--- config.mk ---
export PLATFORM = sky130hd
export DESIGN_NAME = unidade_controle_rodadas
export DESIGN_NICKNAME = d
export VERILOG_FILES = /design/src/rtl/unidade_controle_rodadas.sv
export SDC_FILE = /design/constraint.sdc
export NUM_CORES = 1
export LEC_CHECK = 0
export BUFFER_PORTS_ARGS = -buffer_cell sky130_fd_sc_hd__buf_2
export CAP_MARGIN = 20
export CORE_ASPECT_RATIO = 1.5
export CORE_MARGIN = 8
export CORE_UTILIZATION = 57
export CTS_CLUSTER_SIZE = 24
export DETAILED_ROUTE_END_ITERATION = 10
export GPL_TIMING_DRIVEN = 0
export PLACE_DENSITY = 0.84
export SKIP_CTS_REPAIR_TIMING = 1
export SYNTH_ARGS = -nofsm -noshare
export SYNTH_HDL_FRONTEND = slang
export SYNTH_SLANG_ARGS = --single-unit
--- constraint.sdc ---
create_clock -name clock -period 3.5 [get_ports clock]
set_input_delay 0.35 -clock clock [delete_from_list [all_inputs] [get_ports clock]]
set_output_delay 0.35 -clock clock [all_outputs]
set_load 0.02 [all_outputs]
--- src/rtl/unidade_controle_rodadas.sv ---
// unidade_controle_rodadas
//   Control unit for a progressive-sequence memory game (Genius style).
//   Round r asks the player to repeat memory positions 0..r; the game grows
//   one position per round up to N_RODADAS rounds. The unit owns the address
//   counter, the round counter and a per-move timeout timer, so the datapath
//   only supplies the memory, the comparator and the jogada register.
//
// Ports
//   clock         in   rising-edge system clock
//   reset         in   asynchronous active-low reset (0 = reset)
//   iniciar       in   start/restart request, level sampled on clock
//   jogada        in   one-cycle pulse: player pressed a button
//   igual         in   comparator result: registered jogada == memory[endereco]
//   modo_timeout  in   1 = per-move timeout enabled, 0 = wait forever
//   zeraR         out  clear jogada register
//   registraR     out  load jogada register
//   endereco      out  memory address of the expected position
//   rodada        out  current round index (0-based)
//   pronto        out  game finished (won, lost or timed out)
//   ganhou        out  finished by winning
//   perdeu        out  finished by wrong move
//   timeout       out  finished by timeout
//   db_estado     out  debug: current state code (0xF for an unused code)
//
// Input contract: jogada is a single-cycle pulse from the edge detector and
// is only acted upon in espera; a pulse in any other state is dropped.
// iniciar is a level and is only looked at in inicial and the terminal states.
module unidade_controle_rodadas #(
  parameter int N_RODADAS      = 16,
  parameter int W_END          = 4,
  parameter int TIMEOUT_CICLOS = 5000,
  parameter int W_TIMER        = 13
) (
  input  logic             clock,
  input  logic             reset,
  input  logic             iniciar,
  input  logic             jogada,
  input  logic             igual,
  input  logic             modo_timeout,
  output logic             zeraR,
  output logic             registraR,
  output logic [W_END-1:0] endereco,
  output logic [W_END-1:0] rodada,
  output logic             pronto,
  output logic             ganhou,
  output logic             perdeu,
  output logic             timeout,
  output logic [3:0]       db_estado
);

  localparam logic [W_END-1:0]   ULTIMA_RODADA = W_END'(N_RODADAS - 1);
  localparam logic [W_TIMER-1:0] TIMER_LIMITE  = W_TIMER'(TIMEOUT_CICLOS - 1);

  // Encodings double as the debug codes seen on db_estado.
  typedef enum logic [3:0] {
    INICIAL       = 4'h0,
    PREPARACAO    = 4'h1,
    INICIO_RODADA = 4'h2,
    ESPERA        = 4'h3,
    REGISTRA      = 4'h4,
    COMPARACAO    = 4'h5,
    PROX_JOGADA   = 4'h6,
    PROX_RODADA   = 4'h7,
    FIM_GANHOU    = 4'hA,
    FIM_TIMEOUT   = 4'hC,
    FIM_PERDEU    = 4'hE
  } estado_t;

  estado_t            estado;
  estado_t            proximo;
  logic [W_TIMER-1:0] timer;

  // Next-state logic. An unused code falls through to inicial.
  always_comb begin
    proximo = INICIAL;
    case (estado)
      INICIAL:       proximo = iniciar ? PREPARACAO : INICIAL;
      PREPARACAO:    proximo = INICIO_RODADA;
      INICIO_RODADA: proximo = ESPERA;
      ESPERA: begin
        // Timeout wins over a jogada arriving in the same cycle.
        if (modo_timeout && (timer == TIMER_LIMITE)) proximo = FIM_TIMEOUT;
        else if (jogada)                            proximo = REGISTRA;
        else                                        proximo = ESPERA;
      end
      REGISTRA:      proximo = COMPARACAO;
      COMPARACAO: begin
        if (!igual)                       proximo = FIM_PERDEU;
        else if (endereco != rodada)      proximo = PROX_JOGADA;
        else if (rodada == ULTIMA_RODADA) proximo = FIM_GANHOU;
        else                              proximo = PROX_RODADA;
      end
      PROX_JOGADA:   proximo = ESPERA;
      PROX_RODADA:   proximo = INICIO_RODADA;
      FIM_GANHOU,
      FIM_TIMEOUT,
      FIM_PERDEU:    proximo = iniciar ? PREPARACAO : estado;
      default:       proximo = INICIAL;
    endcase
  end

  // State, counters and Moore outputs. The outputs are registered from the
  // next state so they line up with the state register, glitch-free.
  always_ff @(posedge clock or negedge reset) begin
    if (!reset) begin
      estado    <= INICIAL;
      endereco  <= '0;
      rodada    <= '0;
      timer     <= '0;
      zeraR     <= 1'b1;
      registraR <= 1'b0;
      pronto    <= 1'b0;
      ganhou    <= 1'b0;
      perdeu    <= 1'b0;
      timeout   <= 1'b0;
    end else begin
      estado <= proximo;

      case (estado)
        PREPARACAO: begin
          rodada   <= '0;
          endereco <= '0;
          timer    <= '0;
        end
        INICIO_RODADA: begin
          endereco <= '0;
          timer    <= '0;
        end
        // Free-running while waiting; a wrap with the timeout disabled is harmless.
        ESPERA:      timer <= timer + 1'b1;
        PROX_JOGADA: begin
          endereco <= endereco + 1'b1;
          timer    <= '0;
        end
        PROX_RODADA: rodada <= rodada + 1'b1;
        default: ;
      endcase

      zeraR     <= (proximo == INICIAL) || (proximo == PREPARACAO);
      registraR <= (proximo == REGISTRA);
      pronto    <= (proximo == FIM_GANHOU) || (proximo == FIM_PERDEU) ||
                   (proximo == FIM_TIMEOUT);
      ganhou    <= (proximo == FIM_GANHOU);
      perdeu    <= (proximo == FIM_PERDEU);
      timeout   <= (proximo == FIM_TIMEOUT);
    end
  end

  // Debug code straight from the state register; an unused code shows 0xF
  // for the single cycle before the FSM recovers into inicial.
  always_comb begin
    case (estado)
      INICIAL, PREPARACAO, INICIO_RODADA, ESPERA, REGISTRA, COMPARACAO,
      PROX_JOGADA, PROX_RODADA, FIM_GANHOU, FIM_TIMEOUT, FIM_PERDEU:
        db_estado = estado;
      default:
        db_estado = 4'hF;
    endcase
  end

endmodule

==> flow_metrics.env, run 1 <==
export IMPL_muxShareOfSynthArea_pct=1.69
export IMPL_wl_um=3870
export IMPL_coreArea_mm2=0.00307
export IMPL_drc=0
export IMPL_clk_latency_ps=290
export IMPL_cap_violations=0
export IMPL_ctsHtreeMaxLevel=2
export IMPL_root_buffer="clkbuf_8"
export IMPL_cts_sinks=31
export IMPL_synth_edf_count=0
export IMPL_area_delta_synth_final_pct=15.9
export IMPL_cp_arrival_ps=1770
export IMPL_path_class="flop to primary output"
export IMPL_clock_path_buffers=2
export IMPL_synth_cell_types=42
export IMPL_period_share_pct=60.4
export IMPL_grt_pass1_vias=1436
export IMPL_vias_per_cell=5.55
export IMPL_num_rows=25
export IMPL_io_buffers=23
export IMPL_final_setup_tns_ps=0
export IMPL_tightest_slew_ps=693
export IMPL_synthAdderAreaFrac_pct=2.11
export IMPL_ys_warn_count=0
export IMPL_rsz0062_at_grt="false"
export IMPL_power_leakage_nw=0.951
export IMPL_die_y_um=84.4
export IMPL_globalRouteTotalUtil_pct=16.2
export IMPL_globalplace_congestion=0.892
export IMPL_fin_nets=227
export IMPL_dieArea_mm2=0.00520
export IMPL_synth_compound_area_share_pct=13.1
export IMPL_cp_max_fo=10
export IMPL_ys_async_sr_fraction_pct=100
export IMPL_yosys_area_share_xor_xnor_pct=7.88
export IMPL_synthesis_area_mm2=0.00178
export IMPL_final_antenna_net_count=0
export IMPL_hold_viol=0
export IMPL_synth_avg_cell_area_um2=9.46
export IMPL_cp_start_kind="flop"
export IMPL_clkTransAtPathRegs_ps=70
export IMPL_period_minus_slack_ps=2120
export IMPL_synthSimpleGateAreaFrac_pct=28.3
export IMPL_dp_slack_ps=1580
export IMPL_end_kind="primary output"
export IMPL_slew_headroom_pct=53.8
export IMPL_grt_overflow=0
export IMPL_hp_class="input port to async pin"
export IMPL_finalSetupViolations=0
export IMPL_ys_flop_type="dfrtp_1"
export IMPL_synth_seq_cells=31
export IMPL_hpwlAfterDp_um=2810
export IMPL_fin_ws_ps=1390
export IMPL_synth_top_family_by_area="simple AND/OR/NAND/NOR gates"
export IMPL_drt_iter0_drc=52
export IMPL_grt_start_max_net_pins=32
export IMPL_dr_pass1_iters=4
export IMPL_clock_fmax_mhz=473
export IMPL_syn_inst=188
export IMPL_drv_slew=0
export IMPL_drive_gt1_share_pct=21.5
export IMPL_die_w_um=61.6
export IMPL_fin_worst_skew_ps=6.28
export IMPL_postLayoutCellArea_mm2=0.00206
export IMPL_initial_core_util_pct=58.0
export IMPL_peakVddDrop_v=0.000478
export IMPL_status="complete, no violations"
export IMPL_place_area_mm2=0.00194
export IMPL_p_per_area_mw_per_mm2=715
export IMPL_cts_tree="built"
export IMPL_grt_pass1_wl_um=6400
export IMPL_antenna_diode_count=0
export IMPL_antenna_found_initial=0
export IMPL_cts_buffers=5
export IMPL_ys_seq_area_share_pct=43.7
export IMPL_vias=1438
export IMPL_wl_per_cell_um=14.9
export IMPL_synth_fp_nets=197
export IMPL_io_pin_count=24
export IMPL_worst_ep_required_time_ps=3150
-- Yosys cell counts, types with 2 or more instances --
| master | number | area (µm²) |
|---|---|---|
| o21ai_0 | 10 | 50.1 |
| dfrtp_1 | 30 | 751 |
| xor2_1 | 6 | 52.6 |
| mux2i_1 | 3 | 30.0 |
| nand2_1 | 23 | 86.3 |
| clkbuf_1 | 6 | 22.5 |
| a22o_1 | 8 | 70.1 |
| ha_1 | 3 | 37.5 |
| nand3_1 | 14 | 70.1 |
| xnor2_1 | 10 | 87.6 |
| nor3_1 | 5 | 25.0 |
| o31ai_1 | 3 | 22.5 |
| or3_1 | 2 | 12.5 |
| nand4_1 | 5 | 31.3 |
| a21oi_1 | 2 | 10.0 |
| buf_2 | 4 | 20.0 |
| inv_1 | 4 | 15.0 |
| nor2_1 | 20 | 75.1 |
| nor2b_1 | 3 | 18.8 |
| nand2b_1 | 4 | 25.0 |
| and2b_1 | 2 | 15.0 |
-- critical path: stages, from the launching register on --
cell	delay, ps
dfrtp_1	420
clkbuf_1	340
clkbuf_1	400
nand2b_1	160
buf_2	160
-- through the flow --
step                std cells  hold slack (ps)  total power [W]  utilization [%]
floorplan                 188             54.4         0.000946                -
global placement          251              419          0.00110             63.4
detailed placement        251              430          0.00111             63.4
CTS                       259              119          0.00148             67.3
global route              259              158          0.00157             67.3
finish                    259              106          0.00147             67.3
-- where the power goes --
part,internal (W),switching (W)
Clock,0.000230,0.000135
Sequential,0.000419,0.0000598
Combinational,0.000227,0.000403
-- layer usage --
layer / wire (µm) / track usage [%] / vias up / share of wire [%]
met5: 0 / 0 / - / 0
met4: 70 / 7.50 / 0 / 1.8
met3: 171 / 5.05 / 6 / 4.4
met2: 2010 / 26.5 / 36 / 52
met1: 1620 / 18.1 / 683 / 42
li1: - / - / 713 / -
-- cell type report --
class	instances	area [µm²]
Clock buffer	6	82.6
Inverter	4	15.0
Fill cell	276	1000
Sequential cell	31	777
Clock inverter	2	35.0
Tap cell	40	50.0
Multi-Input combinational cell	143	945
Timing Repair Buffer	23	115
Buffer	10	42.5
-- flip-flops by register name (all words and copies together), names as in the netlist, 4 cells and up --
register and flops:
timer 13, endereco 4, rodada 4, estado 4
-- placed cells by master (no fill, tap or decap), drive strengths merged, types with 2 or more instances in the layout --
cell | netlist | routed
a21oi | 2 | 2
a22o | 8 | 8
mux2i | 3 | 3
and2b | 2 | 2
nand3 | 14 | 14
dfrtp | 30 | 30
o21ai | 10 | 10
buf | 4 | 27
nand2b | 4 | 4
xor2 | 6 | 6
nor2 | 20 | 20
a21bo | 2 | 2
inv | 4 | 4
clkbuf | 6 | 12
nand4 | 5 | 5
nor2b | 3 | 3
or3 | 2 | 2
o31ai | 3 | 3
xnor2 | 10 | 10
ha | 3 | 3
nor3 | 5 | 5
nand2 | 24 | 24
nor4 | 2 | 2
or4b | 2 | 2
-- final timing paths --
| kind | start | to | slack, ps | cells after the start |
|---|---|---|---|---|
| hold / removal | reset | endereco[2] | 110 | 1 |
| max in group asynchronous | reset | rodada[0] | 2950 | 1 |
| setup reg to reg | estado[0] | perdeu | 1550 | 6 |
| min in group clock | iniciar | estado[1] | 430 | 4 |
| setup / recovery | estado[1] | db_estado[1] | 1390 | 4 |
| hold reg to reg | timer[12] | timer[12] | 550 | 2 |
-- logic make-up (layout without fill, tap and decap cells) --
| kind of cell | after synthesis | after routing |
|---|---|---|
| muxes | 3 | 3 |
| buffers and inverters | 14 | 45 |
| AOI/OAI and AO/OA | 30 | 30 |
| DFF | 31 | 31 |
| adders and majority gates | 3 | 3 |
| xor gates and xnor gates | 16 | 16 |
| and+or+nand+nor | 91 | 91 |
Power figures use the tool's default switching activity.
==> run 2: changes to the inputs <==
==> constraint.sdc (replaced) <==
create_clock -name clock -period 1.95 [get_ports clock]
set_input_delay 0.195 -clock clock [delete_from_list [all_inputs] [get_ports clock]]
set_output_delay 0.195 -clock clock [all_outputs]
set_load 0.02 [all_outputs]
==> flow_metrics.env, run 2 (same netlist as run 1, synthesis figures left out) <==
export IMPL_initial_core_util_pct=58.0
export IMPL_final_antenna_net_count=0
export IMPL_vias=1460
export IMPL_timing_hold_ws_ps=-49.4
export IMPL_slew_headroom_pct=53.9
export IMPL_tightest_slew_ps=692
export IMPL_finalSetupViolations=0
export IMPL_grt_pass1_wl_um=6400
export IMPL_cp_arrival_ps=2100
export IMPL_clock_fmax_mhz=527
export IMPL_num_rows=25
export IMPL_wl_per_cell_um=14.8
export IMPL_clock_path_buffers=2
export IMPL_r2r_start="timer[3]"
export IMPL_mostFrequentLayoutCells="29 x dfrtp_1, 27 x buf_2, 23 x nand2_1"
export IMPL_drv_slew=0
export IMPL_fin_util_pct=68.7
export IMPL_dr_pass1_iters=4
export IMPL_wl_um=3890
export IMPL_globalRouteTotalUtil_pct=16.2
export IMPL_drive_gt1_share_pct=24.8
export IMPL_globalplace_congestion=0.892
export IMPL_rsz0062_at_grt="true"
export IMPL_placed_cells=251
export IMPL_vias_per_cell=5.57
export IMPL_die_w_um=61.6
export IMPL_cp_top_family="simple AND/OR/NAND/NOR gates"
export IMPL_hpwlAfterDp_um=2810
export IMPL_drc=0
export IMPL_cp_max_fo=6
export IMPL_ctsHtreeMaxLevel=2
export IMPL_largest_reg_flops=13
export IMPL_status="finished, violations left"
export IMPL_path_cells="or4b_4 -> nor4_4 -> or3b_4 -> o211ai_4 -> nor4b_2"
export IMPL_fin_nets=230
export IMPL_end_kind="flop"
export IMPL_cp_start_kind="flop"
export IMPL_drt_iter0_drc=54
export IMPL_regMostFlops="timer"
export IMPL_antenna_diode_count=0
export IMPL_clkTransAtPathRegs_ps=70
export IMPL_fin_worst_skew_ps=4.94
export IMPL_io_buffers=23
export IMPL_power_leakage_nw=0.976
export IMPL_crit_start="timer[3]"
export IMPL_die_y_um=84.4
export IMPL_cpMaxStageDelayCell="or4b_4"
export IMPL_cap_violations=0
export IMPL_period_minus_slack_ps=1900
export IMPL_period_share_pct=97.3
export IMPL_worst_ep_required_time_ps=2150
export IMPL_hold_viol=30
export IMPL_grt_start_max_net_pins=32
export IMPL_path_class="flop to flop"
export IMPL_area_delta_synth_final_pct=18.3
export IMPL_hp_class="input port to async pin"
export IMPL_io_pin_count=24
export IMPL_peakVddDrop_v=0.000852
export IMPL_cts_tree="built"
export IMPL_grt_pass1_vias=1436
export IMPL_final_common_cell="dfrtp_1"
export IMPL_crit_buf_inv=0
export IMPL_cts_sinks=31
export IMPL_cts_buffers=5
export IMPL_antenna_found_initial=0
export IMPL_dieArea_mm2=0.00520
export IMPL_p_per_area_mw_per_mm2=1270
export IMPL_crit_path_max_incr_delay_ps=570
export IMPL_stdcell_count=262
export IMPL_violations="negative hold slack"
export IMPL_root_buffer="clkbuf_8"
export IMPL_clk_latency_ps=290
export IMPL_grt_overflow=0
export IMPL_coreArea_mm2=0.00307
-- run 2: layout make-up --
| type | count | area (µm²) |
|---|---|---|
| Timing Repair Buffer | 26 | 138 |
| Clock buffer | 6 | 82.6 |
| Multi-Input combinational cell | 143 | 961 |
| Buffer | 10 | 45.0 |
| Fill cell | 271 | 961 |
| Inverter | 4 | 15.0 |
| Tap cell | 40 | 50.0 |
| Sequential cell | 31 | 778 |
| Clock inverter | 2 | 35.0 |
-- run 2: per-stage QoR --
stage | total power, W | cell area [µm²] | hold WS, ps | TNS (ps) | setup WS, ps
final | 0.00266 | 2100 | -49.4 | 0 | 53.2
after floorplan | 0.00170 | 1780 | -101 | 0 | 163
after global routing | 0.00284 | 2100 | 2.26 | -56.1 | -56.1
after global placement | 0.00197 | 1940 | 264 | 0 | 31.1
after CTS | 0.00265 | 2060 | -36.4 | 0 | 9.03
after detailed placement | 0.00199 | 1940 | 275 | 0 | 29.7
-- run 2: power breakdown --
group,switching [W],total (W),internal [W]
sequential,0.000113,0.000864,0.000752
combinational,0.000725,0.00114,0.000419
clock,0.000242,0.000654,0.000413
-- run 2: worst paths after layout --
check	to	slack, ps	cells after the start
min in group clock	estado[1]	270	4
worst min register to register	timer[12]	550	2
worst min-delay path	timer[2]	-50	1
max in group asynchronous	timer[6]	1520	1
worst max register to register	registraR	50	5
worst max-delay path	registraR	50	5
-- run 2: worst reg2reg max path, stage by stage (launching register included) --
cell	delay, ps
dfrtp_1	440
or4b_4	570
nor4_4	210
or3b_4	220
o211ai_4	90
nor4b_2	280
-- run 2: layer usage --
layer	track usage (%)	vias up	wire (µm)
met5	0	-	0
met4	7.50	0	87
met3	5.05	7	180
met2	26.5	36	2000
met1	18.1	695	1620
li1	-	722	-
